### config.mk
export PLATFORM = sky130hd
export DESIGN_NAME = segre_mem_arbiter
export DESIGN_NICKNAME = d
export VERILOG_FILES = /design/src/rtl/segre_pkg.sv /design/src/rtl/segre_mem_arbiter.sv
export SDC_FILE = /design/constraint.sdc
export NUM_CORES = 1
export LEC_CHECK = 0
export ABC_AREA = 1
export CORE_MARGIN = 2
export CORE_UTILIZATION = 37
export DETAILED_ROUTE_END_ITERATION = 8
export PLACE_DENSITY_LB_ADDON = 0.2
export SLEW_MARGIN = 0
export SYNTH_ARGS = -nofsm -noshare
export SYNTH_HDL_FRONTEND = slang
export SYNTH_SLANG_ARGS = --single-unit
### constraint.sdc
create_clock -name clk_i -period 1.8 [get_ports clk_i]
set_input_delay 0.36 -clock clk_i [delete_from_list [all_inputs] [get_ports clk_i]]
set_output_delay 0.36 -clock clk_i [all_outputs]
set_load 0.02 [all_outputs]
### src/rtl/segre_pkg.sv
// Shared types for the segre core memory path: access sizes, bus widths and
// the arbiter state/latched-request types used by segre_mem_arbiter.
package segre_pkg;

    localparam int WORD_SIZE    = 32;
    localparam int ADDR_SIZE    = 32;
    localparam int ARB_STARVE_W = 4;

    typedef enum logic [1:0] {
        BYTE = 2'b00,
        HALF = 2'b01,
        WORD = 2'b10
    } memop_data_type_e;

    typedef enum logic [1:0] {
        IDLE    = 2'b00,
        IF_BUSY = 2'b01,
        DM_BUSY = 2'b10
    } arb_state_e;

    typedef struct packed {
        logic [ADDR_SIZE-1:0] addr;
        logic                 we;
        logic [WORD_SIZE-1:0] wdata;
        memop_data_type_e     dtype;
    } arb_req_t;

endpackage

### src/rtl/segre_mem_arbiter.sv
// Single-port memory arbiter between instruction fetch and data memory with a
// fetch anti-starvation counter. Optional watchdog: define SEGRE_ARB_TIMEOUT_EN.
module segre_mem_arbiter
    import segre_pkg::*;
#(
    parameter int unsigned TIMEOUT_CYCLES = 64,
    parameter int unsigned STARVE_LIMIT   = 2
) (
    input  logic                 clk_i,
    input  logic                 rsn_i,
    input  logic                 if_req_i,
    input  logic [ADDR_SIZE-1:0] if_addr_i,
    output logic                 if_gnt_o,
    output logic                 if_rvalid_o,
    output logic [WORD_SIZE-1:0] if_rdata_o,
    input  logic                 dm_req_i,
    input  logic                 dm_we_i,
    input  logic [ADDR_SIZE-1:0] dm_addr_i,
    input  logic [WORD_SIZE-1:0] dm_wdata_i,
    input  memop_data_type_e     dm_type_i,
    output logic                 dm_gnt_o,
    output logic                 dm_rvalid_o,
    output logic [WORD_SIZE-1:0] dm_rdata_o,
    output logic [ADDR_SIZE-1:0] addr_o,
    output logic                 mem_rd_o,
    output logic                 mem_wr_o,
    output logic [WORD_SIZE-1:0] mem_wr_data_o,
    output memop_data_type_e     mem_data_type_o,
    input  logic [WORD_SIZE-1:0] mem_rd_data_i,
    input  logic                 mem_ready_i,
    output logic                 busy_o,
    output logic                 timeout_o
);

    localparam logic [ARB_STARVE_W-1:0] STARVE_MAX = STARVE_LIMIT[ARB_STARVE_W-1:0];

    arb_state_e              state_q, state_d;
    arb_req_t                req_q, req_d;
    logic [ARB_STARVE_W-1:0] starve_q, starve_d;
    logic                    fetch_win;
    logic                    tmo_hit;
    logic                    done;

`ifdef SEGRE_ARB_TIMEOUT_EN
    localparam int TMO_W = $clog2(TIMEOUT_CYCLES + 1);

    logic [TMO_W-1:0] tmo_q, tmo_d;

    // The counter holds (busy cycles elapsed - 1), so the hit lands on the
    // TIMEOUT_CYCLES-th busy cycle; a ready in that same cycle still wins.
    always_comb begin
        tmo_hit = 1'b0;
        tmo_d   = '0;
        if (state_q != IDLE) begin
            tmo_hit = !mem_ready_i && (tmo_q == TMO_W'(TIMEOUT_CYCLES - 1));
            if (!mem_ready_i && !tmo_hit) begin
                tmo_d = tmo_q + 1'b1;
            end
        end
    end

    always_ff @(posedge clk_i) begin
        if (rsn_i) begin
            tmo_q <= '0;
        end else begin
            tmo_q <= tmo_d;
        end
    end
`else
    assign tmo_hit = 1'b0;
`endif

    assign fetch_win = if_req_i && (!dm_req_i || (starve_q == STARVE_MAX));
    assign done      = mem_ready_i || tmo_hit;

    always_comb begin
        state_d         = state_q;
        req_d           = req_q;
        starve_d        = starve_q;
        if_gnt_o        = 1'b0;
        if_rvalid_o     = 1'b0;
        if_rdata_o      = '0;
        dm_gnt_o        = 1'b0;
        dm_rvalid_o     = 1'b0;
        dm_rdata_o      = '0;
        addr_o          = '0;
        mem_rd_o        = 1'b0;
        mem_wr_o        = 1'b0;
        mem_wr_data_o   = '0;
        mem_data_type_o = WORD;
        busy_o          = 1'b0;
        timeout_o       = 1'b0;

        case (state_q)
            IDLE: begin
                // Grants are suppressed under reset so nothing is promised
                // that the reset edge would silently drop.
                if (!rsn_i) begin
                    if (fetch_win) begin
                        if_gnt_o = 1'b1;
                        req_d    = '{addr: if_addr_i, we: 1'b0, wdata: '0, dtype: WORD};
                        starve_d = '0;
                        state_d  = IF_BUSY;
                    end else if (dm_req_i) begin
                        dm_gnt_o = 1'b1;
                        req_d    = '{addr: dm_addr_i, we: dm_we_i, wdata: dm_wdata_i,
                                     dtype: dm_type_i};
                        if (!if_req_i) begin
                            starve_d = '0;
                        end else if (starve_q != STARVE_MAX) begin
                            starve_d = starve_q + 1'b1;
                        end
                        state_d  = DM_BUSY;
                    end
                end
            end
            IF_BUSY: begin
                busy_o   = 1'b1;
                addr_o   = req_q.addr;
                mem_rd_o = 1'b1;
                if (done) begin
                    state_d = IDLE;
                    if (!rsn_i) begin
                        if_rvalid_o = 1'b1;
                        if_rdata_o  = mem_ready_i ? mem_rd_data_i : '0;
                        timeout_o   = tmo_hit;
                    end
                end
            end
            DM_BUSY: begin
                busy_o          = 1'b1;
                addr_o          = req_q.addr;
                mem_rd_o        = !req_q.we;
                mem_wr_o        = req_q.we;
                mem_wr_data_o   = req_q.wdata;
                mem_data_type_o = req_q.dtype;
                if (done) begin
                    state_d = IDLE;
                    if (!rsn_i) begin
                        dm_rvalid_o = 1'b1;
                        dm_rdata_o  = mem_ready_i ? mem_rd_data_i : '0;
                        timeout_o   = tmo_hit;
                    end
                end
            end
            default: begin
                state_d = IDLE;
            end
        endcase
    end

    always_ff @(posedge clk_i) begin
        if (rsn_i) begin
            state_q  <= IDLE;
            req_q    <= '{addr: '0, we: 1'b0, wdata: '0, dtype: WORD};
            starve_q <= '0;
        end else begin
            state_q  <= state_d;
            req_q    <= req_d;
            starve_q <= starve_d;
        end
    end

endmodule

-- After elaboration in Yosys (flattened, before gate mapping)
Cells that the tools add are included.
- register bits: 73
- input port bits: 136
- $add $sub $neg: 1
- equal/unequal tests: 7
- mux-type cells: 31
- reductions and logical operators: 10
- operators by type and width (cell ; number):
    2-to-1 mux 32 bit ; 6
    2-to-1 mux 67 bit ; 2
    2-to-1 mux 4 bit ; 4
    2-to-1 mux 1 bit ; 13
    2-to-1 mux 2 bit ; 4
    adder 4 x 1 -> 4 bit (second input constant) ; 1
    equality test 4 x 2 -> 1 bit (second input constant) ; 1
    inequality test 4 x 2 -> 1 bit (second input constant) ; 1
    one-hot mux 2 bit (2 select lines) ; 1
    AND reduction 2 bit ; 2
    inequality test 3 x 1 -> 1 bit (second input constant) ; 1
    inequality test 3 bit (second input constant) ; 1
    AND reduction 3 bit ; 1
    equality test 2 x 1 -> 1 bit (second input constant) ; 1
    equality test 2 bit (second input constant) ; 1
    zero test 1 bit ; 2
    zero test 2 bit ; 1
    inequality test 2 x 1 -> 1 bit (second input constant) ; 1
    one-hot mux 1 bit (2 select lines) ; 1
    nonzero test 2 bit ; 1
    OR reduction 2 bit ; 1
    logical AND 1 bit ; 1
    logical OR 1 bit ; 1

-- Depth between registers and ports, before layout
Gate-level depths: netlist (run 1).
- depth after elaboration: 6
- gate-level depth with buffers: 11
- mapped depth without buffers: 9

-- Worst setup path after synthesis (run 1)
OpenSTA, ideal clock, no wires.
- kind: reg-to-output
- from: register starve_q[0]
- to: output port dm_gnt_o
- arrival: 1598 ps
- path slack: -158 ps
- cell stages (with the launch flop): 9
- buffers on the path: 1
- cell sequence: dfxtp_1 -> inv_1 -> ha_1 -> nand2_1 -> nand2_2 -> nand2_4 -> buf_2 -> nand2_1 -> nor3_1
- longest elaborated chain between the ends: 6
- RTL lines (what ; RTL line ; text):
    start: declaration ; segre_mem_arbiter.sv:39 ; logic [ARB_STARVE_W-1:0] starve_q, starve_d;
    start signal: assignment ; segre_mem_arbiter.sv:160 ; starve_q <= starve_d;
    equality test 4 x 2 -> 1 bit ; segre_mem_arbiter.sv:73 ; assign fetch_win = if_req_i && (!dm_req_i || (starve_q == STARVE_MAX));
    logical OR 1 bit ; segre_mem_arbiter.sv:73 ;
    logical AND 1 bit ; segre_mem_arbiter.sv:73 ;
    2-to-1 mux 1 bit ; segre_mem_arbiter.sv:99 ; if (fetch_win) begin
    2-to-1 mux 1 bit ; segre_mem_arbiter.sv:98 ; if (!rsn_i) begin
    2-to-1 mux 1 bit ; segre_mem_arbiter.sv:94 ; case (state_q)
    end: declaration ; segre_mem_arbiter.sv:21 ; output logic dm_gnt_o,
Every way passes these cells.

-- Worst setup path in the final report (run 1)
- from: register state_q[0]
- to: output port addr_o[0]
- longest elaborated chain between the ends: 3
- elaborated cells between the ends (all ways): 4
- RTL lines (what ; RTL line ; text):
    start: declaration ; segre_mem_arbiter.sv:37 ; arb_state_e state_q, state_d;
    start signal: assignment ; segre_mem_arbiter.sv:158 ; state_q <= state_d;
    equality test 2 bit or equality test 2 x 1 -> 1 bit (tied branches) ; segre_mem_arbiter.sv:94 ;
    OR reduction 2 bit (no source line) (*) ; - ;
    2-to-1 mux 32 bit (*) ; segre_mem_arbiter.sv:94 ;
    end: declaration ; segre_mem_arbiter.sv:24 ; output logic [ADDR_SIZE-1:0] addr_o,
Mark *: on every way between the ends. The rest lies on a longest branch, timed or not.

==> reports/metrics.yaml, run 1 <==
placed_design:
  portBuffers: 272
  gp_congestion: 0.7956
  dpl.hpwl_um: 10760
  place_inst: 1150
layout:
  fillerInstances: 953
  diodes: 0
  final_cells: 1191
  layout-drive-gt1-share_pct: 33.78
  final_nets: 1184
  syn2layout_area_growth_pct: 94.06
floorplanning:
  initial_core_util_pct: 38.00
  chipWidth_um: 112.5
  dieArea_um2: 12660
  die_h_um: 112.5
  rows: 39
  pin_count: 274
  coreArea_um2: 11470
worst_setup_path:
  regToRegSetupSlack_ns: 0.12
  worstRegToRegCells: 9
  worst_ep_required_time_ns: 1.44
  r2r_start: "state_q[0]$_SDFFE_PP0P_"
  crit_arrival_ns: 1.60
  worst-setup-path-type: "reg -> out"
  startpoint_type: "flip-flop"
  endpoint_kind: "output port"
  critPathMaxFanout: 6
  r2r_end: "state_q[0]$_SDFFE_PP0P_"
drt:
  routedWlPerCell_um: 13.95
  drc: 0
  routed_wl_um: 16610
  ant_nets: 0
  drt_iter0_markers: 367
  routed_via_density: 4.575
  via_count: 5449
  dr.pass1.iters: 4
timing:
  hold_viol: 0
  period_share_pct: 109.0
  setup_ws_ns: -0.1613
  rsz0062_at_grt: "yes"
  setup_viol: 115
  final_max_slew_viol_count: 0
  fmax_mhz: 509.9
  period_needed_ns: 1.961
  fin_skew_ns: 0.009461
power:
  leakage_nw: 4.758
  powerDensity_nw_per_um2: 1122
  power_mw: 9.488
  ir_worst_vdd_uv: 670.0
grt:
  grt_pass1_vias: 5087
  grt_pass1_wl_um: 25300
  grtUsageTotal_pct: 24.30
  grt_max_degree: 68
  gr-total-overflow: 0
  antenna_found_initial: 0
synthesis:
  synth_area_leaders: "dfxtp_1 (34%), nand2_1 (15%), inv_1 (12%)"
  synth_cells: 747
  synth_area_um2: 4358
  synth_top_area_share_pct: 33.53
  syn-num-nets: 888
  synthDistinctLibCells: 23
  ys_seq_area_share_pct: 33.53
  syn_area_per_cell_um2: 5.834
  ys_warn_count: 0
  ys_ff_latch: 73
  synth_top_area_cell: "dfxtp_1"
clock_network:
  clock_path_buffers: 2
  clockRootBuffer: "clkbuf_16"
  clk_pin_slew_ns: 0.07
  cts_tree: "built"
  clk_latency_ns: 0.33
  htreeDepth: 3
  hold_buffers: 0
  numCtsBuffers: 9
  cts.sinks: 73
status:
  status: "finished, violations left"
  failed_checks: "setup timing"
hold_path:
  whs_endpoint: "req_q[1]$_SDFFE_PP1P_"
  min_path_type: "reg -> reg"
  worstHoldStart: "req_q[1]$_SDFFE_PP1P_"
  min_delay_path_depth: 2
flow_run:
  maxCapViolCount: 0
==> cell families (layout without fill, tap and decap cells) <==
family                   Yosys count  after routing  synth area share [%]
AO/OA/AOI/OAI                     78             78                 9.130
adder cells (fa/ha/maj)            5              5                 1.436
AND/OR/NAND/NOR                  392            392                 36.26
flip-flops                        73             73                 33.53
other                              1              1               0.08605
buffers and inverters            198            499                 19.55
==> sequential cells by signal (all words and copies together), names as in the netlist <==
name,count
state_q,2
req_q,67
starve_q,4
==> power breakdown <==
part	leakage [nW]	total [mW]	internal (mW)	switching [mW]
clock network	0.149	1.89	1.10	0.788
registers	0.607	2.36	2.05	0.308
logic	4.00	5.24	2.55	2.69
==> how the worst max path moves through the flow <==
stage	from	to	slack [ns]	depth (start not counted)
6_report	state_q[0]$_SDFFE_PP0P_	addr_o[0]	-0.16	7
5_1_grt	state_q[0]$_SDFFE_PP0P_	addr_o[0]	-0.23	7
4_1_cts	state_q[0]$_SDFFE_PP0P_	dm_rdata_o[15]	-0.16	6
3_5_place_dp	rsn_i	dm_rdata_o[23]	-0.53	6
3_3_place_gp	rsn_i	dm_rdata_o[8]	-0.51	6
2_1_floorplan	state_q[0]$_SDFFE_PP0P_	addr_o[10]	-0.03	6
==> cells in the mapped netlist <==
library cell,n
a21oi_1,39
a31o_2,1
buf_1,5
buf_2,16
buf_4,7
buf_6,8
clkbuf_1,16
conb_1,1
dfxtp_1,73
ha_1,5
inv_1,142
inv_2,3
inv_4,1
nand2_1,179
nand2_2,3
nand2_4,1
nand3_1,72
nand4_1,1
nor2_1,135
nor3_1,1
o21ai_0,24
o21ai_1,13
o21ai_2,1
==> worst max-delay path, cell delays in order (launching register included) <==
cell,delay [ns]
dfxtp_2,0.36
inv_4,0.06
ha_4,0.36
buf_12,0.16
buf_12,0.13
nand2_4,0.04
inv_2,0.05
buf_6,0.11
==> layout make-up <==
class | count | area [µm²] | share of cell area [%]
tap | 143 | 178.9 | 2.116
inverter | 146 | 563.0 | 6.658
timing repair buffer | 337 | 3383 | 40.01
clock buffer | 9 | 225.2 | 2.663
multi-input combinational | 476 | 2555 | 30.21
sequential | 73 | 1468 | 17.35
clock inverter | 7 | 83.83 | 0.9913
==> what timing repair did <==
| action | 4_1_cts | 5_1_grt |
|---|---|---|
| cloned | 6 | 2 |
| setup endpoints to repair | 140 | 187 |
| hold endpoints to repair | 0 | 0 |
| pin swaps | 6 | 34 |
| setup buffers | 12 | 10 |
| resized for setup | 724 | 215 |
==> stage by stage <==
stage / TNS [ns] / area [µm²] / utilization [%] / hold slack [ns] / setup slack (ns)
final: -9.656 / 8457 / 73.75 / 0.4848 / -0.1613
after global routing: -16.62 / 8457 / 73.75 / 0.5110 / -0.2254
after CTS: -9.380 / 7949 / 69.32 / 0.4778 / -0.1615
after detailed placement: -56.69 / 7353 / 64.12 / 0.4589 / -0.5274
after global placement: -54.84 / 7353 / 64.12 / 0.4543 / -0.5137
after floorplan: -0.8587 / 4363 / - / 0.4344 / -0.02862
==> layout by cell type, fill, tap and decap left out, drive strengths merged, types with 2 or more instances in the layout <==
master and n:
a21oi 39, nand2 183, clkbuf 11, ha 5
nor2 135, o21ai 38, inv 150, nand3 72
dfxtp 73, buf 200, dlygate4sd2 2, clkdlybuf4s50 133
==> metal layers <==
| layer | routed length [µm] | vias up | track usage (%) |
|---|---|---|---|
| met5 | 0 | - | 0 |
| met2 | 8360 | 188 | 42.49 |
| met3 | 1198 | 15 | 5.940 |
| li1 | - | 2810 | - |
| met1 | 6839 | 2436 | 30.51 |
| met4 | 211 | 0 | 5.041 |
Power figures use the tool's default switching activity.
==> run 2: changes to the inputs <==
--- a/config.mk
+++ b/config.mk
@@ -10,6 +10,7 @@
 export CORE_UTILIZATION = 37
 export DETAILED_ROUTE_END_ITERATION = 8
 export PLACE_DENSITY_LB_ADDON = 0.2
+export SETUP_SLACK_MARGIN = 0.3
 export SLEW_MARGIN = 0
 export SYNTH_ARGS = -nofsm -noshare
 export SYNTH_HDL_FRONTEND = slang
==> run 2 against run 1 <==
Compared with the run above:
- the run still ends with setup timing left
- sequential power is 4% lower
- critical path type unchanged
- highest routed layer unchanged
- global-route usage is 0.46 points higher
- worst hold slack got worse by 0.018 ns
==> reports/metrics.yaml, run 2 (synthesis gave the netlist of run 1 again) <==
layout:
  final_cell_mix: "nand2_1 (177), clkdlybuf4s50_1 (131), inv_1 (107), buf_4 (76), nor2_1 (71)"
  syn2layout_area_growth_pct: 101.3
  layout-drive-gt1-share_pct: 32.86
  post-route-util_pct: 76.52
  final_nets: 1189
  final_common_cell: "nand2_1"
  diodes: 0
  largest_register_ff_count: 67
  top_regs: "req_q (67), starve_q (4), state_q (2)"
  max_flop_register: "req_q"
worst_setup_path:
  crit_arrival_ns: 1.68
  endpoint: "if_rdata_o[30]"
  path_cells: "buf_6, ha_4, nand3_4, buf_12, buf_12, buf_16, nor2_4, buf_6"
  path_buf_inv: 5
  worstRegToRegCells: 9
  endpoint_kind: "output port"
  r2r_end: "req_q[3]$_SDFFE_PP0P_"
  critPathMaxFanout: 8
  worstSetupPathDepth: 8
  cpPeakStageDelay_ns: 0.35
  regToRegSetupSlack_ns: 0.18
  cp_slowest_cell: "dfxtp_2"
  worst_ep_required_time_ns: 1.44
  startpoint_type: "flip-flop"
  cpLargestDelayFamily: "buffers and inverters"
  r2r_start: "state_q[1]$_SDFFE_PP0P_"
  worst-setup-path-type: "reg -> out"
  crit_start: "state_q[0]$_SDFFE_PP0P_"
drt:
  drt_iter0_markers: 284
  routed_via_density: 4.623
  ant_nets: 0
  dr.pass1.iters: 5
  drc: 0
  routed_wl_um: 17230
  routedWlPerCell_um: 14.40
  via_count: 5529
status:
  failed_checks: "setup timing"
  status: "finished, violations left"
grt:
  grt_max_degree: 68
  antenna_found_initial: 0
  grtUsageTotal_pct: 24.76
  grt_pass1_vias: 5062
  grt_pass1_wl_um: 25580
  gr-total-overflow: 0
clock_network:
  clock_path_buffers: 2
  numCtsBuffers: 9
  clk_latency_ns: 0.34
  cts_tree: "built"
  clockRootBuffer: "clkbuf_16"
  hold_buffers: 0
  cts.sinks: 73
  clk_pin_slew_ns: 0.06
  htreeDepth: 3
hold_path:
  min_delay_path_depth: 2
  min_path_type: "reg -> reg"
timing:
  period_share_pct: 113.1
  setup_ws_ns: -0.2353
  rsz0062_at_grt: "yes"
  period_needed_ns: 2.035
  fmax_mhz: 491.3
  setup_viol: 132
  final_max_slew_viol_count: 0
  fin_skew_ns: 0.005521
  hold_viol: 0
power:
  ir_worst_vdd_uv: 620.1
  powerDensity_nw_per_um2: 1021
  leakage_nw: 4.576
  power_mw: 8.959
floorplanning:
  die_h_um: 112.5
  rows: 39
  dieArea_um2: 12660
  pin_count: 274
  coreArea_um2: 11470
  initial_core_util_pct: 38.00
  chipWidth_um: 112.5
placed_design:
  dpl.hpwl_um: 11070
  gp_congestion: 0.7994
  portBuffers: 272
flow_run:
  maxCapViolCount: 0
[run 2: cell count changes in the layout (fill, tap and decap cells not counted), moves of 21 or more]
cell | before | now
nor2_2 | 26 | 2
clkdlybuf4s15_2 | 0 | 21
nor2_4 | 17 | 62
nor2_1 | 92 | 71
nand2_1 | 144 | 177
nand2_4 | 31 | 3
[run 2: repair_timing]
item                       4_1_cts  5_1_grt
setup buffers                    9        9
setup endpoints to repair      208      210
hold endpoints to repair         0        0
pin swaps                        5        6
resized for setup              670       78
cloned                           4        6
[run 2: where the power goes]
| group | internal, mW | switching, mW |
|---|---|---|
| sequential | 2.05 | 0.219 |
| combinational | 2.20 | 2.47 |
| clock | 1.27 | 0.747 |
| total | 5.52 | 3.44 |
[run 2: worst register-to-register path, stage by stage (launching register included)]
cell and delay [ns]:
dfxtp_2 0.37, inv_4 0.06, ha_4 0.18, buf_4 0.15, nand2_4 0.10, clkinv_8 0.08, buf_6 0.15, buf_4 0.14
clkbuf_16 0.16, a21oi_1 0.15
[run 2: area by class of cell]
| type | instances | area, µm² |
|---|---|---|
| clock buffers | 10 | 239.0 |
| clock inverters | 6 | 97.59 |
| fillers | 877 | 2693 |
| inverters | 146 | 570.5 |
| multi-input cells | 476 | 2660 |
| flip-flops and latches | 73 | 1465 |
| well taps | 143 | 178.9 |
| repair buffers | 342 | 3563 |
[run 2: stage by stage]
step / setup slack (ns) / cells / hold slack, ns / instance area, µm² / TNS (ns)
floorplan: 0.2023 / 747 / 0.4344 / 4925 / 0
global placement: -0.5676 / 1152 / 0.4480 / 7854 / -61.28
detailed placement: -0.5929 / 1152 / 0.4537 / 7854 / -64.16
CTS: -0.2296 / 1181 / 0.4717 / 8517 / -15.94
global route: -0.2613 / 1196 / 0.5255 / 8775 / -20.90
finish: -0.2353 / 1196 / 0.4666 / 8775 / -14.18
[run 2: how the worst min path moves through the flow]
| stage | start | to | slack [ns] |
|---|---|---|---|
| after floorplan | req_q[1]$_SDFFE_PP1P_ | req_q[1]$_SDFFE_PP1P_ | 0.43 |
| after global placement | req_q[1]$_SDFFE_PP1P_ | req_q[1]$_SDFFE_PP1P_ | 0.45 |
| after detailed placement | req_q[1]$_SDFFE_PP1P_ | req_q[1]$_SDFFE_PP1P_ | 0.45 |
| after CTS | req_q[1]$_SDFFE_PP1P_ | req_q[1]$_SDFFE_PP1P_ | 0.47 |
| after global routing | req_q[1]$_SDFFE_PP1P_ | req_q[1]$_SDFFE_PP1P_ | 0.53 |
| final | req_q[1]$_SDFFE_PP1P_ | req_q[1]$_SDFFE_PP1P_ | 0.47 |
[run 2: metal layers]
metal / track usage (%) / wire length (µm) / up-vias / part of all wire [%]
met2: 41.73 / 8656 / 213 / 50
met3: 7.235 / 1169 / 26 / 6.8
met5: 0 / 0 / - / 0
li1: - / - / 2831 / -
met4: 7.724 / 382 / 0 / 2.2
met1: 30.59 / 7019 / 2459 / 41
==> run 3: changes to the inputs <==
--- a/config.mk
+++ b/config.mk
@@ -6,11 +6,13 @@
 export NUM_CORES = 1
 export LEC_CHECK = 0
 export ABC_AREA = 1
+export CORE_ASPECT_RATIO = 2
 export CORE_MARGIN = 2
 export CORE_UTILIZATION = 37
 export DETAILED_ROUTE_END_ITERATION = 8
 export PLACE_DENSITY_LB_ADDON = 0.2
 export SETUP_SLACK_MARGIN = 0.3
+export SKIP_CTS_REPAIR_TIMING = 1
 export SLEW_MARGIN = 0
 export SYNTH_ARGS = -nofsm -noshare
 export SYNTH_HDL_FRONTEND = slang
==> constraint.sdc (replaced) <==
create_clock -name clk_i -period 2 [get_ports clk_i]
set_input_delay 0.4 -clock clk_i [delete_from_list [all_inputs] [get_ports clk_i]]
set_output_delay 0.4 -clock clk_i [all_outputs]
set_load 0.02 [all_outputs]
==> run 3 against run 2 <==
Compared with the run above:
- power is 18% lower
- sequential cell count stayed put
- clock skew barely moved
- the run now ends clean
- wire length fell by 8.0%
==> reports/metrics.yaml, run 3 (synthesis gave the netlist of run 1 again) <==
clock_network:
  htreeDepth: 3
  clock_path_buffers: 2
  clockRootBuffer: "clkbuf_16"
  cts.sinks: 73
  clk_latency_ns: 0.32
  clk_pin_slew_ns: 0.05
  cts_tree: "built"
  numCtsBuffers: 9
layout:
  largest_register_ff_count: 67
  final_nets: 1164
  layout-drive-gt1-share_pct: 20.84
  final_cell_mix: "nand2_1 (177), inv_1 (139), clkdlybuf4s50_1 (132), nor2_1 (116), buf_4 (102)"
  final_common_cell: "nand2_1"
  syn2layout_area_growth_pct: 79.64
  final_cells: 1173
  max_flop_register: "req_q"
  post-route-util_pct: 67.31
  top_regs: "req_q (67), starve_q (4), state_q (2)"
drt:
  routed_wl_um: 15850
  via_count: 5447
  ant_nets: 0
  routed_via_density: 4.644
  drc: 0
  dr.pass1.iters: 4
  routedWlPerCell_um: 13.51
  drt_iter0_markers: 107
timing:
  setup_viol: 0
  rsz0062_at_grt: "yes"
  final_max_slew_viol_count: 0
  fin_skew_ns: 0.005981
  tightest_slew_ns: 0.5125
  period_share_pct: 95.84
  fmax_mhz: 521.7
  setup_ws_ns: 0.08327
  hold_viol: 0
  timing.slew.headroom_pct: 65.83
  period_needed_ns: 1.917
worst_setup_path:
  path_buf_inv: 3
  cpPeakStageDelay_ns: 0.36
  critPathMaxFanout: 8
  cp_slowest_cell: "dfxtp_4"
  regToRegSetupSlack_ns: 0.41
  startpoint_type: "flip-flop"
  worst-setup-path-type: "reg -> out"
  endpoint_kind: "output port"
  cpLargestDelayFamily: "buffers and inverters"
  crit_arrival_ns: 1.52
  path_cells: "inv_4, ha_4, nand3_4, buf_6, nor2_1, buf_2"
  worst_ep_required_time_ns: 1.60
floorplanning:
  dieArea_um2: 12710
  pin_count: 274
  chipWidth_um: 80.74
  initial_core_util_pct: 37.47
  coreArea_um2: 11630
  die_h_um: 157.5
  rows: 56
grt:
  grt_pass1_vias: 4765
  grtUsageTotal_pct: 22.10
  grt_max_degree: 68
  antenna_found_initial: 1
  gr-total-overflow: 0
  grt_pass1_wl_um: 22140
placed_design:
  dpl.hpwl_um: 11280
  portBuffers: 272
  place_inst: 1148
  dp_slack_ns: -0.4033
  gp_congestion: 0.8034
hold_path:
  min_path_type: "reg -> reg"
power:
  ir_worst_vdd_uv: 576.1
  powerDensity_nw_per_um2: 932.7
  leakage_nw: 4.851
status:
  status: "finished, final reports clean"
flow_run:
  maxCapViolCount: 0
==> run 3: changes by cell type in the layout (fill, tap and decap cells not counted), sizes merged <==
cell / delta
dlygate4sd2: -2
buf: -39
inv: -1
diode: +1
clkdlybuf4s50: +1
clkbuf: +7
clkinvlp: +2
dlymetal6s2s: +29
clkinv: -2
clkdlybuf4s15: -21
==> run 3: final cells by class <==
type,count,area (µm²)
fillers,1087,3802
well taps,145,181.4
clock buffers,10,239.0
multi-input cells,476,2232
inverters,146,555.5
clock inverters,5,80.08
flip-flops and latches,73,1468
repair buffers,317,3070
diodes,1,2.502
==> run 3: power breakdown <==
group          internal [mW]  switching [mW]
clock                   1.12           0.589
sequential              1.84           0.189
combinational           1.62            1.95
total                   4.58            2.72
==> run 3: path summary, 6_finish.rpt <==
| check | start | end | cells after the start |
|---|---|---|---|
| hold reg to reg | req_q[1]$_SDFFE_PP1P_ | req_q[1]$_SDFFE_PP1P_ | 2 |
| hold / removal | req_q[1]$_SDFFE_PP1P_ | req_q[1]$_SDFFE_PP1P_ | 2 |
| setup / recovery | state_q[1]$_SDFFE_PP0P_ | if_rdata_o[27] | 6 |
| setup reg to reg | starve_q[0]$_SDFFE_PP0P_ | req_q[32]$_SDFFE_PP0P_ | 8 |
==> run 3: per-layer routing <==
layer | track usage (%) | vias to the layer above | share of wire (%)
met5 | 0 | - | 0
met4 | 7.910 | 0 | 3.4
met3 | 6.193 | 33 | 7.7
met2 | 44.76 | 217 | 56
met1 | 19.72 | 2425 | 33
li1 | - | 2772 | -
==> run 3: per-stage QoR <==
step / hold slack [ns] / total power [mW] / setup TNS (ns) / instance area [µm²]
3_5_place_dp: 0.4640 / 5.467 / -29.02 / 7355
2_1_floorplan: 0.4344 / 4.006 / 0 / 4387
6_report: 0.5024 / 7.302 / 0 / 7829
5_1_grt: 0.5151 / 7.825 / 0 / 7829
4_1_cts: 0.4965 / 7.211 / -52.06 / 7674
3_3_place_gp: 0.4520 / 5.415 / -26.61 / 7355
==> run 3: worst min-delay path: cells and delay by family (launching register included) <==
| family | cells | cell delay [ns] |
|---|---|---|
| flip-flops | 1 | 0.35 |
| AO/OA/AOI/OAI | 1 | 0.08 |
| AND/OR/NAND/NOR | 1 | 0.05 |
